===== src/rtl/nt_bist_pkg.sv =====
// Shared types and constants for the Nt-node subcircuit BIST driver and its MISR.
package nt_bist_pkg;

  typedef enum logic [2:0] {
    IDLE,
    APPLY,
    FLUSH,
    COMPARE,
    DONE
  } bist_state_t;

  localparam int LFSR_W = 8;
  localparam int SIG_W  = 16;
  localparam int CNT_W  = 16;
  localparam int LAT_W  = 4;

  localparam logic [SIG_W-1:0]  MISR_POLY = 16'h1021;
  localparam logic [LFSR_W-1:0] LFSR_TAPS = 8'hB8;

  // Fibonacci step: feedback is the parity of the tapped bits, shifted in at the LSB.
  function automatic logic [LFSR_W-1:0] lfsr_step(input logic [LFSR_W-1:0] l);
    return {l[LFSR_W-2:0], ^(l & LFSR_TAPS)};
  endfunction

endpackage


===== src/rtl/nt_bist_misr.sv =====
// 16-bit serial-input MISR with enable and synchronous clear; shared with the multi-output harness.
module nt_bist_misr
  import nt_bist_pkg::*;
(
  input  logic             gclk,
  input  logic             grst_n,
  input  logic             clr,
  input  logic             en,
  input  logic             din,
  output logic [SIG_W-1:0] sig
);

  always_ff @(posedge gclk) begin
    if (!grst_n)
      sig <= '0;
    else if (clr)
      sig <= '0;
    else if (en)
      sig <= {sig[SIG_W-2:0], 1'b0} ^ (sig[SIG_W-1] ? MISR_POLY : '0) ^ {{(SIG_W-1){1'b0}}, din};
  end

endmodule


===== src/rtl/nt_subckt_bist_driver.sv =====
// BIST driver: LFSR stimulus, latency-aligned MISR compaction, golden compare.
// Optional NT_BIST_DUT_RESET_EN adds dut_rst_n to hold the subcircuit in reset outside a run.
module nt_subckt_bist_driver
  import nt_bist_pkg::*;
#(
  parameter int               STIM_W       = 6,
  parameter int               NUM_PATTERNS = 1000,
  parameter int               DUT_LAT      = 2,
  parameter logic [LFSR_W-1:0] SEED        = 8'h01,
  parameter logic [SIG_W-1:0]  GOLDEN      = 16'h0000
)(
  input  logic              I1470_clk,
  input  logic              I1477_rst,
  input  logic              start,
  output logic [STIM_W-1:0] stim,
  input  logic              resp,
  output logic              busy,
  output logic              done,
  output logic              pass,
`ifdef NT_BIST_DUT_RESET_EN
  output logic              dut_rst_n,
`endif
  output logic [SIG_W-1:0]  signature
);

  localparam logic [CNT_W-1:0] NP_LAST = CNT_W'(NUM_PATTERNS - 1);
  localparam logic [LAT_W-1:0] LAT     = LAT_W'(DUT_LAT);

  bist_state_t       state, state_n;
  logic [LFSR_W-1:0] lfsr;
  logic [CNT_W-1:0]  apply_cnt;
  logic [CNT_W-1:0]  cap_cnt;
  logic [LAT_W-1:0]  lat_cnt;
  logic              pass_q;
  logic [SIG_W-1:0]  misr;

  logic running, accept, cap_en;

  // lat_cnt saturates at DUT_LAT, so it reads min(run cycle, DUT_LAT); capture opens once it saturates.
  always_comb begin
    state_n = state;
    running = (state == APPLY) || (state == FLUSH);
    accept  = start && ((state == IDLE) || (state == DONE));
    cap_en  = running && (lat_cnt == LAT);
    busy    = running || (state == COMPARE);
    done    = (state == DONE);
    case (state)
      IDLE, DONE: if (start) state_n = APPLY;
      APPLY:      if (apply_cnt == NP_LAST) state_n = (DUT_LAT == 0) ? COMPARE : FLUSH;
      FLUSH:      if (cap_en && (cap_cnt == NP_LAST)) state_n = COMPARE;
      COMPARE:    state_n = DONE;
      default:    state_n = IDLE;
    endcase
  end

  always_ff @(posedge I1470_clk) begin
    if (!I1477_rst) begin
      state     <= IDLE;
      lfsr      <= SEED;
      apply_cnt <= '0;
      cap_cnt   <= '0;
      lat_cnt   <= '0;
      pass_q    <= 1'b0;
    end else begin
      state <= state_n;
      if (accept) begin
        lfsr      <= SEED;
        apply_cnt <= '0;
        cap_cnt   <= '0;
        lat_cnt   <= '0;
        pass_q    <= 1'b0;
      end else begin
        if (running)                  lfsr      <= lfsr_step(lfsr);
        if (state == APPLY)           apply_cnt <= apply_cnt + CNT_W'(1);
        if (running && lat_cnt != LAT) lat_cnt  <= lat_cnt + LAT_W'(1);
        if (cap_en)                   cap_cnt   <= cap_cnt + CNT_W'(1);
        if (state == COMPARE)         pass_q    <= (misr == GOLDEN);
      end
    end
  end

  nt_bist_misr u_misr (
    .gclk   (I1470_clk),
    .grst_n (I1477_rst),
    .clr    (accept),
    .en     (cap_en),
    .din    (resp),
    .sig    (misr)
  );

  assign stim      = lfsr[STIM_W-1:0];
  assign pass      = pass_q;
  assign signature = misr;

`ifdef NT_BIST_DUT_RESET_EN
  assign dut_rst_n = busy;
`endif

endmodule


===== config.mk =====
export PLATFORM = sky130hd
export DESIGN_NAME = nt_subckt_bist_driver
export DESIGN_NICKNAME = d
export VERILOG_FILES = /design/src/rtl/nt_bist_pkg.sv /design/src/rtl/nt_bist_misr.sv /design/src/rtl/nt_subckt_bist_driver.sv
export SDC_FILE = /design/constraint.sdc
export NUM_CORES = 1
export LEC_CHECK = 0
export BUFFER_PORTS_ARGS = -buffer_cell sky130_fd_sc_hd__buf_2
export CORE_UTILIZATION = 62
export DETAILED_ROUTE_END_ITERATION = 6
export PLACE_DENSITY = 0.83
export SLEW_MARGIN = 5
export SYNTH_ARGS = -nofsm -noshare
export SYNTH_HDL_FRONTEND = slang
export SYNTH_SLANG_ARGS = --single-unit

===== constraint.sdc =====
create_clock -name I1470_clk -period 5.5 [get_ports I1470_clk]
set_input_delay 0.55 -clock I1470_clk [delete_from_list [all_inputs] [get_ports I1470_clk]]
set_output_delay 0.55 -clock I1470_clk [all_outputs]
set_load 0.01 [all_outputs]

# ---- After elaboration in Yosys (flattened, before gate mapping)
# Index checks and enable logic that the tools add are counted.
dict set report totals {
  ff_bits 64
  in_bits 4
  output_inout_bits 25
  word_cells 42
}
dict set report classes {
  add_sub_neg 3
  n_eq_ne 11
  mux 5
  n_bitwise 3
  n_reduce_logical 13
}
# op n
set ops {}
lappend ops {{16-bit by 1-bit adder with 16-bit output (second input constant)} 2}
lappend ops {{16-bit by 10-bit equality test with 1-bit output (second input constant)} 2}
lappend ops {{16-bit zero test} 1}
lappend ops {{16-bit by 1-bit XOR with 16-bit output} 1}
lappend ops {{16-bit XOR} 1}
lappend ops {{13-bit two-way mux} 1}
lappend ops {{3-bit case mux with 4 select lines} 1}
lappend ops {{3-bit two-way mux} 3}
lappend ops {{8-bit XOR reduction} 1}
lappend ops {{3-bit by 2-bit equality test with 1-bit output (second input constant)} 2}
lappend ops {{4-bit by 1-bit adder with 4-bit output (second input constant)} 1}
lappend ops {{4-bit by 2-bit equality test with 1-bit output (second input constant)} 1}
lappend ops {{1-bit logical AND} 4}
lappend ops {{2-bit by 1-bit inequality test with 1-bit output (second input constant)} 2}
lappend ops {{4-bit by 2-bit inequality test with 1-bit output (second input constant)} 1}
lappend ops {{2-bit OR reduction} 2}
lappend ops {{3-bit by 1-bit equality test with 1-bit output (second input constant)} 1}
lappend ops {{3-bit equality test (second input constant)} 1}
lappend ops {{3-bit zero test} 1}
lappend ops {{1-bit logical OR} 3}
lappend ops {{3-bit AND reduction} 1}
lappend ops {{2-bit inequality test (second input constant)} 1}
lappend ops {{1-bit inverter} 1}

# ---- Logic depth before layout (Yosys ltp)
# Gate-level depths: netlist (run 1).
dict set report depth {
  ltp_word 6
  ltp_mapped 8
}

# ---- Modules after synthesis
# From an unflattened synthesis (run 1), not the netlist that was laid out.
dict set report unflattened {
  hier_cells 329
  area_unflattened_um2 2961.6
}
# module instances cells_each area_each_um2
set by_module_without_submodules {}
lappend by_module_without_submodules {nt_subckt_bist_driver 1 273 2333.5}
lappend by_module_without_submodules {nt_bist_misr 1 56 628.1}

# ---- Least setup slack after synthesis (run 1)
# No wires, ideal clock.
dict set report synth_timing {
  path_type {register to register}
  from {reg lat_cnt[0]}
  to {reg cap_cnt[11]}
  setup_ns 0.070
  t_arrival_ns 2.166
  t_required_ns 5.430
  path_slack_ns 3.264
  path_stages_with_launch 9
  path_buffers 2
  cell_sequence {dfxtp_1 -> inv_1 -> ha_1 -> or4b_1 -> clkbuf_2 -> or4_1 -> buf_2 -> or3_1 -> a21oi_1}
}
dict set report synth_via {
  elab_chain_len 2
}
# item line_no
set synth_lines {}
lappend synth_lines {{from (decl)} nt_subckt_bist_driver.sv:33} ;# logic [LAT_W-1:0] lat_cnt;
lappend synth_lines {{from (signal assigned)} nt_subckt_bist_driver.sv:75} ;# if (running && lat_cnt != LAT) lat_cnt <= lat_cnt + LAT_W'(1);
lappend synth_lines {{4-bit by 2-bit equality test with 1-bit output} nt_subckt_bist_driver.sv:44} ;# cap_en = running && (lat_cnt == LAT);
lappend synth_lines {{1-bit logical AND} nt_subckt_bist_driver.sv:44}
lappend synth_lines {{to (signal assigned)} nt_subckt_bist_driver.sv:76} ;# if (cap_en) cap_cnt <= cap_cnt + CNT_W'(1);
lappend synth_lines {{to (decl)} nt_subckt_bist_driver.sv:32} ;# logic [CNT_W-1:0] cap_cnt;
# Every way passes these cells.
# A chain may end at the register's enable or synchronous reset.

# ---- Final worst setup path (run 1)
dict set report layout_timing {
  from {reg lat_cnt[0]}
  to {reg u_misr.sig[12]}
}
dict set report layout_via {
  elab_chain_len 2
}
# item line_no
set layout_lines {}
lappend layout_lines {{4-bit by 2-bit equality test with 1-bit output} nt_subckt_bist_driver.sv:44}
lappend layout_lines {{1-bit logical AND} nt_subckt_bist_driver.sv:44}
lappend layout_lines {{to (signal assigned)} nt_bist_misr.sv:19} ;# sig <= {sig[SIG_W-2:0], 1'b0} ^ (sig[SIG_W-1] ? MISR_POLY : '0) ^ {{(SIG_W-1){1'b0}}, din};
lappend layout_lines {{to (decl)} nt_bist_misr.sv:10} ;# output logic [SIG_W-1:0] sig
# Every way passes these cells.

==> qor.csv, run 1 <==
metric,value,unit
wl_met1,2780,um
ys_warn_count,0,
drt-total-wl,6040,um
synth.yosys.seq_area_share,44.6,%
nFillCells,326,
post_drt_wl_per_cell,14.3,um
drtIter0Drc,209,
yosys-top-cells-area,"dfxtp_1 (45%), nand2_1 (7.5%), a21oi_1 (6.5%), xnor2_1 (6.1%), nor2_1 (4.1%)",
die_area,4910,um2
p_per_area,371,nW/um2
crit_start,lat_cnt[0],
cp.arrival,2.78,ns
r2r_slack,2.96,ns
drive_gt1_share,12.4,%
place_area,2950,um2
grtUsageTotal,26.2,%
cts_tree,yes,
met2_length,2780,um
rsz0062_at_grt,no,
worstPathMaxFanout,21,
critPathCapture,u_misr.sig[12],
postCtsHoldBufs,0,
multi_input_area,1440,um2
synthToLayoutAreaGrowth,11.6,%
nets,373,
final_cells,422,
core,4410,um2
synth_top_area_cell,dfxtp_1,
maxSlewHeadroom,14.5,%
cts.clk_slew.worst_paths,0.07,ns
hpwl,3730,um
layout_common_cells,"dfxtp_1 (64), nand2_1 (57), a21oi_1 (37)",
r2r-end,u_misr.sig[12],
final_common_cell,dfxtp_1,
p_leak,1.10,nW
fin_crit_sh,46.1,%
syn_area_per_cell,8.18,um2
cts_root_buf,clkbuf_8,
grt_max_degree,61,
r2r_cells,6,
register_area,1280,um2
r2r-start,lat_cnt[0],
netlist.area_leader.share,44.6,%
critPathLaunchType,flip-flop,
synthCells,351,
overflow,0,
endpoint_kind,flip-flop,
maxSlewViolCount,0,
ant_nets,0,
ys_ff_latch,64,
top_layer,met4,
antenna_found_initial,0,
syn_area,2870,um2
port-buffer-count,28,
rows,24,
via_per_inst,6.10,
dpl.cell_count,406,
die_y,70.0,um
setup_tns,0,ns
cts_resized,0,
worst_pin_slew,1.28,ns
clk_latency,0.34,ns
design_area,3200,um2
antenna_cells,0,
ys_types,36,
cp.required,5.75,ns
cap_violations,0,
route.detailed.drc,0,
grt_pass1_vias,2333,
hold_class,reg -> reg,
power,1.19,mW
dp_slack,2.98,ns
gp_congestion,0.802,
fin_ws,2.96,ns
start_util,65.0,%
finalCriticalPeriod,2.54,ns
cts_setup_buffers,0,
htree_levels,3,
cts_buffer_depth,2,
finalSetupViolations,0,
first_pass_iters,6,
hold_violations,0,
grt_pass1_wl,10400,um
wl_met3,362,um
clock-sinks,64,
vias,2575,
critPathKind,reg -> reg,
clock.fmax,394,MHz
irDropWorstVdd,233,uV
finClkSkew,0.00949,ns
chipWidth,70.0,um
io_pins,29,
synth_nets,359,
numCtsBuffers,9,
outcome,finished clean,
-- final cells by class --
type / count / share of cell area (%)
Multi-Input combinational cell: 256 / 45.0
Sequential cell: 64 / 40.0
Clock buffer: 11 / 4.73
Timing Repair Buffer: 28 / 4.37
Clock inverter: 5 / 3.20
Tap cell: 52 / 2.03
Inverter: 6 / 0.703
-- critical path, stage by stage, from the launching register on --
cell      delay, ns
dfxtp_1        0.34
inv_1          0.07
ha_1           0.15
or4b_1         0.56
nor2_1         1.00
nor2_1         0.09
a211oi_1       0.23
-- stage by stage --
step	hold WS, ns	utilization, %
finish	0.469	72.6
global route	0.498	72.6
CTS	0.476	72.6
detailed placement	0.464	66.8
global placement	0.446	66.8
floorplan	0.432	-
-- per-layer routing --
layer	up-vias	track usage, %
li1	1248	-
met1	1217	34.4
met2	97	40.3
met3	13	5.34
met4	0	14.2
met5	-	0
-- report_power, final --
part	leakage, nW	switching, mW	internal [mW]
clock	0.126	0.182	0.325
combinational	0.460	0.121	0.0526
sequential	0.517	0.0256	0.483
total	1.10	0.328	0.861
-- kinds of logic (layout without fill, tap and decap cells) --
logic type,after synthesis,after routing,synth area share (%)
fa+ha+maj,4,4,1.74
flops,64,64,44.6
compound gates,61,61,11.6
simple gates,164,164,28.4
mux,2,2,0.697
xor+xnor,25,25,7.63
buf+inv,31,50,5.23
-- sequential cells by signal, summed over array words and instances (netlist names) --
register and count:
apply_cnt 16, cap_cnt 16, lat_cnt 4, lfsr 8
pass 1, state 3, u_misr.sig 16
-- Yosys cell counts --
cell,count
or3_1,11
a211oi_1,4
buf_1,2
ha_1,4
and4_1,4
xnor2_1,20
a21o_1,1
xor2_1,5
and3b_1,1
a21oi_1,37
nor4_1,11
buf_2,2
nor3b_2,1
o21ai_0,13
nor3b_1,1
nand3_1,15
o31a_1,1
or3b_1,1
nor3_1,7
and3_1,3
dfxtp_1,64
nand4_1,10
clkbuf_2,1
or4b_1,1
mux2i_1,2
buf_6,1
nor4b_1,1
or4_1,7
o211ai_1,2
o31ai_1,3
clkbuf_1,13
buf_4,6
inv_1,6
and2_1,2
nor2_1,31
nand2_1,57
-- how the worst min path moves through the flow --
stage               to  startpoint  slack, ns  cells after the start
2_1_floorplan  lfsr[7]     lfsr[6]       0.43                      2
3_3_place_gp   lfsr[7]     lfsr[6]       0.45                      2
3_5_place_dp   lfsr[7]     lfsr[6]       0.46                      2
4_1_cts        lfsr[2]     lfsr[1]       0.48                      2
5_1_grt        lfsr[7]     lfsr[6]       0.50                      2
6_report       lfsr[2]     lfsr[1]       0.47                      2
(Power assumes the default switching activity.)
==> run 2: changes to the inputs <==
Settings changed: ABC_AREA set to 1, CORE_UTILIZATION 62 to 53, PLACE_DENSITY 0.83 to 0.75.
Clock period 5.5 ns to 2.25 ns, I/O delays scaled along.
==> run 2 against run 1 <==
Net effect: non-clock buffer count up 3; setup slack got worse by 2.5 ns; first-iteration DRC count shrank 26%; critical path type unchanged; clock power rose by 91%; sequential power rose to 2.6 times the previous value; largest power group unchanged; synthesized cell count rose by 32%; largest cell class unchanged; maximum frequency rose by 41%.
==> qor.csv, run 2 <==
metric,value,unit,change
outcome,finished clean,,
synthAdderAreaFrac,1.59,%,-0.15 points
rows,27,,+13%
synth_nets,472,,+31%
p_clk_share,32.2,%,-10 points
finalSetupViolations,0,,unchanged
p_per_area,861,nW/um2,+130%
drtIter0Drc,155,,-26%
route.detailed.drc,0,,unchanged
io_pins,29,,unchanged
grt_max_degree,33,,-46%
numCtsBuffers,9,,unchanged
endpoint_kind,flip-flop,,
hold_violations,0,,unchanged
ys_warn_count,0,,unchanged
layout_common_cells,"nand2_1 (96), inv_1 (68), nor2_1 (67)",,
combPwrFrac,23.8,%,+9.2 points
switching_share,34.0,%,+6.3 points
postCtsHoldBufs,0,,unchanged
gp_congestion,0.832,,+3.7%
finClkSkew,0.0143,ns,+0.00482 ns
nets,496,,+33%
yosys.area_share.simple,28.8,%,+0.39 points
cp_cell_sequence,inv_1 > nand3_4 > nand2_4 > nand2_4 > inv_2 > nand3_1 > o21ai_0 > nor2_1,,
cp_common_cell,nand2_4,,
cts_buffer_depth,2,,unchanged
irDropWorstVdd,500,uV,+110%
chipWidth,79.1,um,+13%
cp.required,2.48,ns,-3.27 ns
first_pass_iters,4,,-2
cp.arrival,2.02,ns,-0.76 ns
cap_violations,0,,unchanged
cts.clk_slew.worst_paths,0.08,ns,about the same
multi_input_area,1490,um2,+3.6%
clock-sinks,64,,unchanged
vias,2854,,+11%
core,5610,um2,+27%
post_drt_wl_per_cell,11.2,um,-22%
largestRegisters,"apply_cnt: 16 flops, cap_cnt: 16 flops, u_misr.sig: 16 flops",,
crit_family,simple AND/OR/NAND/NOR gates,,
synth_top_family_by_area,simple AND/OR/NAND/NOR gates,,
finalCriticalPeriod,1.79,ns,-0.742 ns
worstPathMaxFanout,32,,+52%
maxSlewViolCount,0,,unchanged
worst_pin_slew,0.437,ns,-0.841 ns
fin_util,62.1,%,-10 points
grt_pass1_wl,11100,um,+6.8%
fin_ws,0.456,ns,-2.51 ns
overflow,0,,unchanged
ys_ff_latch,64,,unchanged
grtUsageTotal,22.3,%,-3.9 points
port-buffer-count,28,,unchanged
p_int,1.98,mW,+130%
cts_tree,yes,,
hpwl,4580,um,+23%
antenna_found_initial,0,,unchanged
drt-total-wl,6340,um,+4.8%
synthXorXnorAreaFrac,2.23,%,-5.4 points
final_common_cell,nand2_1,,
synth.yosys.seq_area_share,40.7,%,-3.9 points
netlist.area_leader.share,40.7,%,-3.9 points
synth-compound-area-share,14.7,%,+3.1 points
register_area,1280,um2,unchanged
critPathMaxStageDelay,0.34,ns,-0.66 ns
cts_setup_buffers,0,,unchanged
dp_slack,0.484,ns,-2.50 ns
clock.fmax,557,MHz,+41%
critPathKind,reg -> reg,,
yosys-top-cells-area,"dfxtp_1 (41%), nand2_1 (11%), inv_1 (8.1%), nor2_1 (8.0%), a21oi_1 (6.8%)",,
hold_class,in -> reg,,
ys_top_cells_by_count,"nand2_1 (96), inv_1 (68), nor2_1 (67)",,
rsz0062_at_grt,no,,
die_y,79.1,um,+13%
synth_top_area_cell,dfxtp_1,,
antenna_cells,0,,unchanged
syn_area_per_cell,6.78,um2,-17%
place_area,3290,um2,+11%
power,3.00,mW,+150%
yosysMostFrequentCell,nand2_1,,
ant_nets,0,,unchanged
via_per_inst,5.05,,-17%
clk_latency,0.35,ns,about the same
worstPathBufferInverterCount,2,,+1
cpMaxStageDelayCell,dfxtp_1,,
synth-edff-count,0,,unchanged
p_leak,1.44,nW,+31%
grt_pass1_vias,2623,,+12%
start_util,56.1,%,-8.9 points
die_area,6250,um2,+27%
nFillCells,564,,+73%
design_area,3480,um2,+8.8%
p_seq_share,44.0,%,+1.2 points
yosys_most_used_dff,dfxtp_1,,
drive_gt1_share,12.4,%,-0.059 points
htree_levels,3,,unchanged
synthToLayoutAreaGrowth,10.7,%,
cts_root_buf,clkbuf_8,,
fin_crit_sh,79.8,%,+34 points
cts_resized,0,,unchanged
ys_types,29,,-19%
p_sw,1.02,mW,+210%
synthMuxAreaShare,0,%,-0.70 points
synthCells,464,,+32%
maxSlewHeadroom,70.8,%,+56 points
syn_area,3150,um2,+9.7%
setup_tns,0,ns,unchanged
critPathLaunchType,flip-flop,,
ys_async_sr_fraction,0,%,unchanged
-- run 2: worst paths after layout --
check,start,to,slack (ns),cells past startpoint
max reg2reg,state[1],cap_cnt[12],0.46,8
min,I1477_rst,state[0],0.12,3
max,state[1],cap_cnt[12],0.46,8
min reg2reg,pass,pass,0.47,2
-- run 2: stage by stage --
stage	hold WS, ns	cells
CTS	0.103	565
floorplan	0.348	464
global route	0.144	565
finish	0.121	565
detailed placement	0.459	549
global placement	0.450	549
-- run 2: layer usage --
layer	track usage, %	part of all wire [%]	up-vias
li1	-	-	1514
met1	28.7	50	1289
met2	35.9	46	45
met3	5.86	4.1	6
met4	7.64	0.65	0
met5	0	0	-
-- run 2: area by class of cell --
class,count,share of cell area (%)
clock buffer,9,3.55
clock inverter,7,2.08
inverter,70,7.54
multi-input combinational,312,42.8
sequential,64,36.8
tap,72,2.59
timing repair buffer,31,4.67
-- run 2: cells by family after synthesis --
logic type | Yosys count
XOR/XNOR | 8
flip-flops | 64
AND/OR/NAND/NOR | 209
adder cells (fa/ha/maj) | 4
buffers and inverters | 88
AO/OA/AOI/OAI | 91
-- run 2: power by group through the flow --
stage | clock network, mW | logic (mW) | registers [mW]
floorplan | 0 | 0.590 | 1.34
global placement | 0 | 0.696 | 1.34
detailed placement | 0 | 0.711 | 1.35
CTS | 0.991 | 0.715 | 1.32
global route | 1.03 | 0.820 | 1.33
finish | 0.966 | 0.714 | 1.32
-- run 2: worst register-to-register path, cell delays in order, from the launching register on --
cell and delay (ns):
dfxtp_1 0.34, inv_1 0.11, nand3_4 0.16, nand2_4 0.19, nand2_4 0.22, inv_2 0.26
nand3_1 0.17, o21ai_0 0.18, nor2_1 0.06
